File: src/rtl/ahb_decode_mux.sv
// AHB-Lite address decoder and response mux with a built-in default slave.
// Unmapped active transfers get a two-cycle ERROR; the last such address and a saturating count are kept.
//
//   state   | meaning
//   DS_OK   | default slave idle, zero-wait OKAY
//   DS_ERR1 | first ERROR cycle, HREADY low
//   DS_ERR2 | second ERROR cycle, HREADY high
`timescale 1ns/1ps
module ahb_decode_mux #(
    parameter int num_slaves = 3,
    parameter logic [num_slaves-1:0][31:0] SLAVE_BASE = {32'h5000_0000, 32'h4000_0000, 32'h0000_0000},
    parameter logic [num_slaves-1:0][31:0] SLAVE_MASK = {32'hF000_0000, 32'hF000_0000, 32'hC000_0000},
    parameter int ERR_CNT_WIDTH = 8
) (
    input  logic                            HCLK,
    input  logic                            HRESETn,
    input  logic [31:0]                     HADDR,
    input  logic [1:0]                      HTRANS,
    output logic [num_slaves-1:0]           HSEL_SIGNALS,
    input  logic [num_slaves-1:0]           HREADYOUT_SIGNALS,
    input  logic [num_slaves-1:0]           HRESP_SIGNALS,
    input  logic [num_slaves-1:0][31:0]     HRDATA_SIGNALS,
    output logic                            HREADY,
    output logic                            HRESP,
    output logic [31:0]                     HRDATA,
    output logic [ERR_CNT_WIDTH-1:0]        ERR_COUNT,
    output logic [31:0]                     ERR_ADDR
);

    typedef enum logic [1:0] {
        DS_OK   = 2'd0,
        DS_ERR1 = 2'd1,
        DS_ERR2 = 2'd2
    } ds_state_t;

    localparam logic [num_slaves:0] DSEL_DEF = {1'b1, {num_slaves{1'b0}}};

    ds_state_t             ds_state, ds_next;
    logic [num_slaves:0]   dsel;
    logic [num_slaves-1:0] hsel;
    logic                  hit;
    logic                  miss;
    logic                  accept_miss;
    logic                  ds_hready, ds_hresp;
    logic                  unused_htrans0;

    assign unused_htrans0 = HTRANS[0];

    // Lowest index wins when windows overlap, keeping HSEL one-hot.
    always_comb begin
        hsel = '0;
        hit  = 1'b0;
        for (int i = 0; i < num_slaves; i++) begin
            if (!hit && ((HADDR & SLAVE_MASK[i]) == SLAVE_BASE[i])) begin
                hsel[i] = 1'b1;
                hit     = 1'b1;
            end
        end
    end

    assign miss         = ~hit;
    assign HSEL_SIGNALS = hsel;
    assign accept_miss  = HREADY & HTRANS[1] & miss;

    always_ff @(posedge HCLK or negedge HRESETn) begin
        if (!HRESETn) begin
            dsel <= DSEL_DEF;
        end else if (HREADY) begin
            dsel <= {miss, hsel};
        end
    end

    always_ff @(posedge HCLK or negedge HRESETn) begin
        if (!HRESETn) begin
            ds_state <= DS_OK;
        end else begin
            ds_state <= ds_next;
        end
    end

    always_comb begin
        ds_next = ds_state;
        case (ds_state)
            DS_OK:   if (accept_miss) ds_next = DS_ERR1;
            DS_ERR1: ds_next = DS_ERR2;
            DS_ERR2: ds_next = accept_miss ? DS_ERR1 : DS_OK;
            default: ds_next = DS_OK;
        endcase
    end

    always_comb begin
        ds_hready = 1'b1;
        ds_hresp  = 1'b0;
        case (ds_state)
            DS_ERR1: begin
                ds_hready = 1'b0;
                ds_hresp  = 1'b1;
            end
            DS_ERR2: ds_hresp = 1'b1;
            default: ;
        endcase
    end

    always_comb begin
        HREADY = 1'b0;
        HRESP  = 1'b0;
        HRDATA = '0;
        for (int i = 0; i < num_slaves; i++) begin
            HREADY = HREADY | (dsel[i] & HREADYOUT_SIGNALS[i]);
            HRESP  = HRESP  | (dsel[i] & HRESP_SIGNALS[i]);
            HRDATA = HRDATA | ({32{dsel[i]}} & HRDATA_SIGNALS[i]);
        end
        if (dsel[num_slaves]) begin
            HREADY = ds_hready;
            HRESP  = ds_hresp;
            HRDATA = 32'hDEAD_BEEF;
        end
    end

    always_ff @(posedge HCLK or negedge HRESETn) begin
        if (!HRESETn) begin
            ERR_ADDR <= '0;
        end else if (accept_miss) begin
            ERR_ADDR <= HADDR;
        end
    end

    // Every pass through DS_ERR2 is a completed error response.
    always_ff @(posedge HCLK or negedge HRESETn) begin
        if (!HRESETn) begin
            ERR_COUNT <= '0;
        end else if (ds_state == DS_ERR2 && ERR_COUNT != '1) begin
            ERR_COUNT <= ERR_COUNT + ERR_CNT_WIDTH'(1);
        end
    end

endmodule

File: config.mk
export PLATFORM = sky130hd
export DESIGN_NAME = ahb_decode_mux
export DESIGN_NICKNAME = d
export VERILOG_FILES = /design/src/rtl/ahb_decode_mux.sv
export SDC_FILE = /design/constraint.sdc
export NUM_CORES = 1
export LEC_CHECK = 0
export ABC_AREA = 1
export BUFFER_PORTS_ARGS = -buffer_cell sky130_fd_sc_hd__buf_2
export CAP_MARGIN = 40
export CORE_MARGIN = 2
export CORE_UTILIZATION = 34
export DETAILED_ROUTE_END_ITERATION = 6
export PLACE_DENSITY = 0.75
export SLEW_MARGIN = 20
export SYNTH_ARGS = -nofsm -noshare
export SYNTH_HDL_FRONTEND = slang
export SYNTH_SLANG_ARGS = --single-unit
File: constraint.sdc
create_clock -name HCLK -period 2.61 [get_ports HCLK]
set_clock_uncertainty 0.2 [all_clocks]
set_input_delay 0.1305 -clock HCLK [delete_from_list [all_inputs] [get_ports HCLK]]
set_output_delay 0.1305 -clock HCLK [all_outputs]
set_load 0.02 [all_outputs]
==> impl_metrics.py, run 1 <==
metrics = {
    "status": {
        "status": "completed",
    },
    "critical_path": {
        "r2r_end": "ERR_ADDR[21]$_DFFE_PN0P_",
        "crit_path_max_fanout": 31,
        "critPathArrivalTime_ps": 2200,
        "cp-startpoint": "ds_state[1]$_DFFE_PN0P_",
        "regToRegStartpoint": "ds_state[1]$_DFFE_PN0P_",
        "r2r_slack_ps": 440,
        "crit_type": "reg2reg",
        "cp-start-kind": "flip-flop",
        "reg2reg_depth": 7,
        "end_kind": "flip-flop",
        "required_ps": 2640,
    },
    "synthesis": {
        "synthTopCellsByCount": "nand2_1, dfrtp_1, nand3_1",
        "synth-xor-area-share_pct": 1.92,
        "async_reset_ff_share_pct": 100,
        "synthFlopType": "dfrtp_1",
        "synth_mux_area_share_pct": 0,
        "synth_area_per_cell_um2": 6.79,
        "ys_ff_latch": 46,
        "synth_top_area_cell": "dfrtp_1",
        "synth-compound-area-share_pct": 6.27,
        "syn_area_um2": 2740,
        "synth_top_family_by_area": "simple AND/OR/NAND/NOR gates",
        "synth-adder-area-share_pct": 2.29,
        "synth_cell_types": 25,
        "synth_cells": 403,
        "ys_warn_count": 0,
        "synth.area.top_cells": "dfrtp_1, nand2_1, nand3_1",
        "yosys.area_share.simple_pct": 39.6,
        "yosysSeqAreaShare_pct": 42.1,
        "post-synth-top-area-fraction_pct": 41.2,
        "synth_edf_count": 0,
        "synth_fp_nets": 546,
        "yosysMostFrequentCell": "nand2_1",
    },
    "sta": {
        "fin_tns_setup_ps": 0,
        "min_period_ps": 2170,
        "grt_setup_unrepaired": "no",
        "slew_headroom_pct": 66.2,
        "worstMarginPinSlew_ps": 507,
        "setup_viol": 0,
        "max_freq_mhz": 462,
        "holdWs_ps": 113,
        "drv_slew": 0,
        "period_share_pct": 83.0,
        "finalHoldViolCount": 0,
    },
    "floorplan": {
        "initial_core_util_pct": 35.2,
        "fp-row-count": 32,
        "ios": 215,
        "fp.dieH_um": 93.7,
        "fp.dieW_um": 93.7,
        "core-area_um2": 7770,
        "die_area_um2": 8780,
    },
    "layout": {
        "fin_nets": 783,
        "final-seq-area_um2": 1150,
        "area_growth_syn_to_layout_pct": 57.3,
        "multi_input_area_um2": 1370,
        "design_area_um2": 4300,
        "drive_above_1_share_pct": 37.0,
        "fillers": 771,
    },
    "global_routing": {
        "antenna_found_initial": 1,
        "grt_pass1_vias": 3262,
        "grt_pass1_wl_um": 14800,
        "grt_usage_pct": 20.9,
        "grt_max_degree": 36,
        "overflow": 0,
    },
    "drt": {
        "drt_pass1_iterations": 5,
        "wl_per_cell_um": 12.9,
        "vias": 3412,
        "vias_per_cell": 4.58,
        "ant_nets": 0,
        "drc_errors": 0,
        "drt_iter0_drc": 148,
        "drt-total-wl_um": 9600,
    },
    "clocking": {
        "cts_setup_buffers": 0,
        "ctsResizeCount": 0,
        "clkSinkCount": 46,
        "htree_num_levels": 2,
        "cts_tree": "yes",
        "clock_path_buffers": 2,
        "clk_pin_slew_ps": 80,
        "cts_root_buf": "clkbuf_8",
        "numCtsBuffers": 5,
        "clk_latency_ps": 290,
    },
    "power_and_ir_drop": {
        "intPower_mw": 2.28,
        "clkPwrFrac_pct": 11.1,
        "switchingPower_mw": 2.39,
        "p_sw_share_pct": 51.2,
        "leakagePower_nw": 2.54,
        "comb_power_share_pct": 63.5,
        "power.density_nw_per_um2": 1080,
        "max-vdd-ir-drop_uv": 602,
        "seqPwrFrac_pct": 25.4,
    },
    "run": {
        "maxCapViolCount": 0,
    },
    "place": {
        "dpl_cell_area_um2": 3860,
        "dp_hpwl_um": 6820,
        "port_buffers": 213,
        "globalplace.congestion": 0.794,
    },
    "hold_path": {
        "hold_class": "in2reg",
        "hold_start": "HREADYOUT_SIGNALS[2]",
        "hold_end": "dsel[2]$_DFFE_PN0N_",
        "hold_depth": 6,
    },
}
## final cells by class
| type | instances | area share, % |
|---|---|---|
| repair buffers | 252 | 33.8 |
| multi-input cells | 312 | 31.8 |
| flip-flops and latches | 46 | 26.8 |
| well taps | 102 | 2.97 |
| inverters | 23 | 2.01 |
| clock buffers | 7 | 1.77 |
| clock inverters | 1 | 0.698 |
| diodes | 2 | 0.116 |
## worst max path at each step
stage / endpoint
floorplan: dsel[1]$_DFFE_PN0N_
global placement: ds_state[0]$_DFFE_PN0P_
detailed placement: ERR_ADDR[25]$_DFFE_PN0P_
CTS: ERR_ADDR[26]$_DFFE_PN0P_
global route: ERR_ADDR[21]$_DFFE_PN0P_
finish: ERR_ADDR[21]$_DFFE_PN0P_
## repair_timing
action | CTS | global route
hold buffers | 33 | 0
endpoints found under the hold margin | 80 | 0
endpoints found under the setup margin | 0 | 0
## layer usage
layer  vias up  share of wire (%)  global-route usage, %
li1       1727                  -                      -
met1      1519                 37                   23.1
met2       151                 52                   39.1
met3        15                8.9                   5.06
met4         0                1.7                   6.40
met5         -                  0                      0
## cell families after synthesis
kind of cell | after synthesis
buffers and inverters | 45
AND/OR/NAND/NOR | 267
XOR/XNOR | 6
adder cells (fa/ha/maj) | 5
AO/OA/AOI/OAI | 34
flip-flops | 46
## power groups by stage
stage               combinational [mW]  clock [mW]  sequential, mW
global route                      3.26       0.557            1.23
global placement                  2.86           0            1.18
CTS                               2.97       0.526            1.18
floorplan                         1.66           0            1.47
finish                            2.96       0.517            1.19
detailed placement                2.93           0            1.18
## cells in the final DEF (no fill, tap or decap)
master         netlist  layout
nand3_1             37      37
nor2_2               2       2
ha_1                 5       5
nor3_2               1       1
nor2_1               6       6
a31oi_1              1       1
buf_12               0       1
nand2_1            216     216
diode_2              0       2
bufinv_16            0       1
clkbuf_1             9       2
buf_2                5     213
nor4_1               2       2
dfstp_2              1       1
nand2_2              1       1
dlygate4sd3_1        0      33
inv_2                5       5
xor2_1               3       3
buf_4                2       5
o21ai_1              4       4
dfrtp_1             45      45
inv_1               18      18
nor2_4               1       1
xnor2_1              3       3
o21ai_0              3       3
a21oi_1             26      26
nand4_2              1       1
clkbuf_8             0       5
## registers in the layout, summed over array words and instances, names as in the netlist
register,count
dsel,4
ERR_COUNT,8
ds_state,2
ERR_ADDR,32
## metrics by stage
| step | utilization [%] | total power, mW | std cells | worst slack, ps |
|---|---|---|---|---|
| final | 55.4 | 4.66 | 745 | 444 |
| after global routing | 55.3 | 5.04 | 744 | 156 |
| after CTS | 55.3 | 4.68 | 743 | 446 |
| after detailed placement | 49.7 | 4.11 | 702 | 455 |
| after global placement | 49.4 | 4.04 | 701 | 525 |
| after floorplan | - | 3.13 | 403 | 888 |
## worst max-delay path: stages, from the launching register on
cell and delay, ps:
dfrtp_1 400, inv_1 80, ha_1 200, nand2_1 130, nand4_2 340, inv_2 520, nand2_1 130, nand2_1 110
No activity file was read; power rests on OpenSTA's default activity.
==> inputs of run 2 (changes only) <==
- PLACE_DENSITY: 0.75 -> 0.78
- clock period: 2.61 -> 1.95 ns (I/O delays scaled with it)
==> run 2 against run 1 <==
Compared with the run above:
- combinational power up 34%
- non-clock buffer count up 1
- hold slack worse by 110 ps
- critical path depth down 3
- first-iteration DRC count down 32%
- sequential cell count unchanged
- highest routed layer unchanged
==> impl_metrics.py, run 2 (synthesized netlist as in run 1, its figures left out) <==
metrics = {
    "floorplan": {
        "fp-row-count": 32,
        "initial_core_util_pct": 35.2,
        "die_area_um2": 8780,
        "fp.dieW_um": 93.7,
        "ios": 215,
        "fp.dieH_um": 93.7,
        "core-area_um2": 7770,
    },
    "sta": {
        "slew_headroom_pct": 74.7,
        "grt_setup_unrepaired": "no",
        "layout_setup_ws_ps": 118,
        "setup_viol": 0,
        "holdWs_ps": 3.90,
        "max_freq_mhz": 546,
        "min_period_ps": 1830,
        "drv_slew": 0,
        "worstMarginPinSlew_ps": 376,
        "finalHoldViolCount": 0,
        "fin_tns_setup_ps": 0,
        "period_share_pct": 94.0,
    },
    "place": {
        "port_buffers": 213,
        "pre_cts_ws_ps": 54.1,
        "globalplace.congestion": 0.785,
        "dp_hpwl_um": 7100,
    },
    "clocking": {
        "numCtsBuffers": 5,
        "clk_pin_slew_ps": 90,
        "cts_tree": "yes",
        "clkSinkCount": 46,
        "clk_latency_ps": 300,
        "clock_path_buffers": 2,
        "cts_setup_buffers": 0,
        "htree_num_levels": 2,
        "cts_root_buf": "clkbuf_8",
    },
    "critical_path": {
        "regToRegStartpoint": "ds_state[1]$_DFFE_PN0P_",
        "crit_path_max_fanout": 25,
        "critPathCapture": "HRESP",
        "required_ps": 1650,
        "end_kind": "primary output",
        "cp-start-kind": "flip-flop",
        "cp_cell_sequence": "buf_4 -> a21oi_1 -> a31oi_1 -> buf_2",
        "cp-startpoint": "dsel[3]$_DFFE_PN1N_",
        "crit_type": "reg2out",
        "cp_slowest_stage_delay_ps": 570,
        "cp_slowest_cell": "dfstp_2",
        "r2r_end": "ERR_ADDR[6]$_DFFE_PN0P_",
        "r2r_slack_ps": 130,
        "reg2reg_depth": 7,
        "critPathArrivalTime_ps": 1530,
    },
    "layout": {
        "drive_above_1_share_pct": 37.4,
        "layout_common_cells": "nand2_1, buf_2, dfrtp_1",
        "utilization_pct": 55.5,
        "area_growth_syn_to_layout_pct": 57.5,
        "regMostFlops": "ERR_ADDR",
        "diodes": 0,
        "largest_register_ffs": 32,
        "reg_top3": "ERR_ADDR x32, ERR_COUNT x8, dsel x4",
        "mostFrequentLayoutCell": "nand2_1",
        "fin_nets": 784,
        "fillers": 717,
    },
    "global_routing": {
        "grt_pass1_wl_um": 14900,
        "antenna_found_initial": 0,
        "grt_pass1_vias": 3245,
        "grt_max_degree": 35,
        "overflow": 0,
        "grt_usage_pct": 21.1,
    },
    "drt": {
        "wl_per_cell_um": 13.1,
        "vias_per_cell": 4.67,
        "ant_nets": 0,
        "drc_errors": 0,
        "vias": 3467,
        "drt_iter0_drc": 100,
        "drt_pass1_iterations": 4,
        "drt-total-wl_um": 9720,
    },
    "power_and_ir_drop": {
        "power.total_mw": 6.27,
        "leakagePower_nw": 2.55,
        "max-vdd-ir-drop_uv": 835,
        "power.density_nw_per_um2": 1460,
    },
    "status": {
        "status": "completed",
    },
    "hold_path": {
        "hold_class": "in2async",
    },
    "run": {
        "maxCapViolCount": 0,
    },
}
-- run 2: per-stage QoR --
| stage | area, µm² | cells |
|---|---|---|
| CTS | 4300 | 743 |
| floorplan | 2740 | 403 |
| detailed placement | 3850 | 703 |
| global placement | 3850 | 703 |
| global route | 4310 | 743 |
| finish | 4310 | 743 |
-- run 2: how the worst min path moves through the flow --
stage / from / to / slack (ps)
floorplan: HRESETn / ERR_ADDR[0]$_DFFE_PN0P_ / -400
global placement: HRESETn / ERR_ADDR[2]$_DFFE_PN0P_ / -220
detailed placement: HRESETn / ERR_ADDR[13]$_DFFE_PN0P_ / -210
CTS: HRESETn / ERR_ADDR[18]$_DFFE_PN0P_ / 0.3
global route: HRESETn / ERR_ADDR[18]$_DFFE_PN0P_ / 20
finish: HRESETn / ERR_ADDR[18]$_DFFE_PN0P_ / 4
-- run 2: critical path: cells and delay by family (launching register included) --
family	cells	cell delay (ps)
AO/OA/AOI/OAI	2	200
buffers and inverters	2	460
flip-flops	1	570
-- run 2: metal layers --
| layer | vias to the layer above | routed length (µm) | global-route usage (%) |
|---|---|---|---|
| met1 | 1570 | 3620 | 23.4 |
| met3 | 20 | 814 | 4.49 |
| met2 | 144 | 5060 | 40.1 |
| li1 | 1733 | - | - |
| met5 | - | 0 | 0 |
| met4 | 0 | 227 | 6.16 |
-- run 2: layout make-up --
class	count	area, µm²	area share [%]
multi-input cells	312	1380	32.0
well taps	102	128	2.96
inverters	23	88.8	2.06
flip-flops and latches	46	1150	26.8
repair buffers	253	1450	33.6
clock inverters	1	30.0	0.697
clock buffers	6	82.6	1.92
-- run 2: repair_timing --
item,CTS,global route
endpoints found under the setup margin,0,32
hold endpoints to repair,81,0
hold buffers,33,0
gates resized for setup,0,4
-- run 2: where the power goes --
part	leakage [nW]	switching (mW)	internal (mW)
Combinational	1.91	2.63	1.33
Sequential	0.586	0.239	1.34
Clock	0.0573	0.318	0.410
Total	2.55	3.19	3.08
==> inputs of run 3 (changes only) <==
- ABC_AREA: 1 -> not set
==> run 3 against run 2 <==
Compared with the run above:
- hold slack gained 210 ps
- combinational power shrank 94%
- register-to-register slack lost 30 ps
- routed wire length shrank 8.3%
- non-clock buffer count grew 3
- critical path depth is the same
- fmax shrank 1.3%
- clock power grew 16%
- sequential cell count is the same
- critical endpoint is now HREADY
- largest cell class unchanged
- largest power group is now sequential cells
- highest routed layer unchanged
==> impl_metrics.py, run 3 <==
metrics = {
    "global_routing": {
        "grt_pass1_vias": 2853,
        "grt_max_degree": 47,
        "grt_pass1_wl_um": 13600,
        "grt_usage_pct": 20.0,
        "antenna_found_initial": 1,
        "overflow": 0,
    },
    "hold_path": {
        "hold_start": "HREADYOUT_SIGNALS[2]",
        "hold_depth": 5,
        "hold_class": "in2reg",
        "hold_end": "ds_state[0]$_DFFE_PN0P_",
    },
    "critical_path": {
        "crit_type": "reg2out",
        "regToRegStartpoint": "ds_state[0]$_DFFE_PN0P_",
        "cp_slowest_stage_delay_ps": 430,
        "crit_path_max_fanout": 5,
        "r2r_end": "ERR_ADDR[14]$_DFFE_PN0P_",
        "path_delay_family": "flip-flops",
        "cp_slowest_cell": "dfrtp_1",
        "cp-start-kind": "flip-flop",
        "critPathBufInv": 2,
        "r2r_slack_ps": 100,
        "critPathArrivalTime_ps": 1560,
        "end_kind": "primary output",
        "required_ps": 1650,
        "cp_cell_sequence": "ha_2 -> a22oi_4 -> buf_4 -> buf_2",
        "reg2reg_depth": 5,
    },
    "sta": {
        "layout_setup_ws_ps": 93.1,
        "period_share_pct": 95.2,
        "slew_headroom_pct": 62.2,
        "max_freq_mhz": 539,
        "finalHoldViolCount": 0,
        "worstMarginPinSlew_ps": 567,
        "fin_tns_setup_ps": 0,
        "drv_slew": 0,
        "min_period_ps": 1860,
        "grt_setup_unrepaired": "no",
        "setup_viol": 0,
    },
    "status": {
        "status": "completed",
    },
    "drt": {
        "ant_nets": 0,
        "drt_pass1_iterations": 6,
        "vias": 2912,
        "wl_per_cell_um": 15.3,
        "drt-total-wl_um": 8910,
        "drc_errors": 0,
        "drt_iter0_drc": 140,
        "vias_per_cell": 4.99,
    },
    "layout": {
        "largest_register_ffs": 32,
        "fin_nets": 623,
        "mostFrequentLayoutCell": "buf_2",
        "reg_top3": "ERR_ADDR x32, ERR_COUNT x8, dsel x4",
        "regMostFlops": "ERR_ADDR",
        "final-seq-area_um2": 1150,
        "multi_input_area_um2": 1370,
        "layout_common_cells": "buf_2, dfrtp_1, dlygate4sd3_1",
        "drive_above_1_share_pct": 56.8,
        "area_growth_syn_to_layout_pct": 63.7,
        "fillers": 631,
    },
    "floorplan": {
        "fp.dieH_um": 92.1,
        "die_area_um2": 8470,
        "fp-row-count": 32,
        "ios": 215,
        "core-area_um2": 7610,
        "fp.dieW_um": 92.1,
        "initial_core_util_pct": 34.7,
    },
    "clocking": {
        "clkSinkCount": 46,
        "numCtsBuffers": 5,
        "cts_root_buf": "clkbuf_8",
        "clock_path_buffers": 2,
        "clk_pin_slew_ps": 80,
        "htree_num_levels": 2,
        "cts_tree": "yes",
        "clk_latency_ps": 290,
    },
    "synthesis": {
        "synth_top_area_cell": "dfrtp_1",
        "synth_edf_count": 0,
        "yosysSeqAreaShare_pct": 43.7,
        "synth.area.top_cells": "dfrtp_1, mux2_4, a22oi_1",
        "synthFlopType": "dfrtp_1",
        "synth_cell_types": 35,
        "ys_warn_count": 0,
        "post-synth-top-area-fraction_pct": 42.7,
        "synth_fp_nets": 379,
        "yosysMostFrequentCell": "dfrtp_1",
        "synth_area_per_cell_um2": 11.2,
        "synthTopCellsByCount": "dfrtp_1, a21oi_1, mux2_4",
        "ys_ff_latch": 46,
        "async_reset_ff_share_pct": 100,
        "synth_cells": 236,
        "syn_area_um2": 2640,
    },
    "power_and_ir_drop": {
        "power.density_nw_per_um2": 470,
        "max-vdd-ir-drop_uv": 314,
        "leakagePower_nw": 2.59,
    },
    "place": {
        "port_buffers": 213,
        "pre_cts_ws_ps": 91.4,
        "globalplace.congestion": 0.753,
        "dp_hpwl_um": 6510,
    },
    "run": {
        "maxCapViolCount": 0,
    },
}
==> run 3: changes by cell type in the layout (fill, tap and decap cells not counted), moves of 4 or more <==
| cell | before | now |
|---|---|---|
| inv_2 | 4 | 0 |
| mux2_2 | 0 | 8 |
| nor2_1 | 5 | 9 |
| inv_1 | 18 | 4 |
| a222oi_1 | 0 | 9 |
| a22oi_1 | 0 | 24 |
| nand2_1 | 216 | 25 |
| mux2_4 | 0 | 29 |
| nand3_1 | 37 | 3 |
==> run 3: layout make-up <==
cell class	count	area share (%)
multi-input cells	167	31.8
well taps	102	2.96
clock inverters	3	1.59
clock buffers	5	1.59
repair buffers	256	35.0
diodes	1	0.0580
flip-flops and latches	46	26.7
inverters	4	0.348
==> run 3: how the worst max path moves through the flow <==
stage	cells after the start	start	to	slack, ps
after floorplan	6	dsel[3]$_DFFE_PN1N_	ERR_ADDR[12]$_DFFE_PN0P_	7
after global placement	6	ds_state[1]$_DFFE_PN0P_	ERR_ADDR[26]$_DFFE_PN0P_	150
after detailed placement	6	ds_state[1]$_DFFE_PN0P_	ERR_ADDR[18]$_DFFE_PN0P_	90
after CTS	3	dsel[3]$_DFFE_PN1N_	HRESP	30
after global routing	3	dsel[3]$_DFFE_PN1N_	HRESP	20
final	4	ds_state[0]$_DFFE_PN0P_	HREADY	90
==> run 3: timing repair <==
action | in CTS | in global routing
hold buffers | 34 | 0
setup endpoints to repair | 0 | 10
setup buffers | 0 | 1
endpoints found under the hold margin | 78 | 0
gates resized for setup | 0 | 4
==> run 3: metal layers <==
metal,vias up,global-route usage (%),wire length (µm)
met3,15,3.45,618
li1,1364,-,-
met2,140,34.6,4680
met5,-,0,0
met4,0,7.84,201
met1,1393,24.8,3410
==> run 3: power breakdown <==
| group | total (mW) | internal (mW) | switching, mW |
|---|---|---|---|
| clock | 0.845 | 0.514 | 0.332 |
| combinational | 0.230 | 0.146 | 0.0837 |
| sequential | 0.953 | 0.953 | 0 |
| total | 2.03 | 1.61 | 0.416 |
==> run 3: cells by family after synthesis <==
| logic type | count (synthesis) | share of synthesized area [%] |
|---|---|---|
| AO/OA/AOI/OAI | 75 | 19.9 |
| XOR/XNOR | 2 | 0.665 |
| adder cells (fa/ha/maj) | 5 | 2.37 |
| buffers and inverters | 23 | 4.51 |
| flip-flops | 46 | 43.7 |
| multiplexers | 38 | 20.3 |
| AND/OR/NAND/NOR | 47 | 8.54 |
==> run 3: stage by stage <==
| step | power (mW) | cells | hold WS (ps) | utilization [%] | instance area, µm² |
|---|---|---|---|---|---|
| 4_1_cts | 2.05 | 582 | 196 | 56.5 | 4300 |
| 2_1_floorplan | 0.982 | 236 | -398 | - | 2650 |
| 6_report | 2.03 | 584 | 210 | 56.7 | 4320 |
| 5_1_grt | 2.12 | 584 | 226 | 56.7 | 4320 |
| 3_3_place_gp | 1.14 | 540 | 9.93 | 50.2 | 3820 |
| 3_5_place_dp | 1.15 | 540 | 18.4 | 50.2 | 3820 |
==> run 3: worst register-to-register path, delay by kind of cell (launching register included) <==
kind,cells,cell delay [ps]
compound gates,1,240
fa+ha+maj,1,240
buf+inv,1,190
flops,1,430
mux,1,310
simple gates,1,140
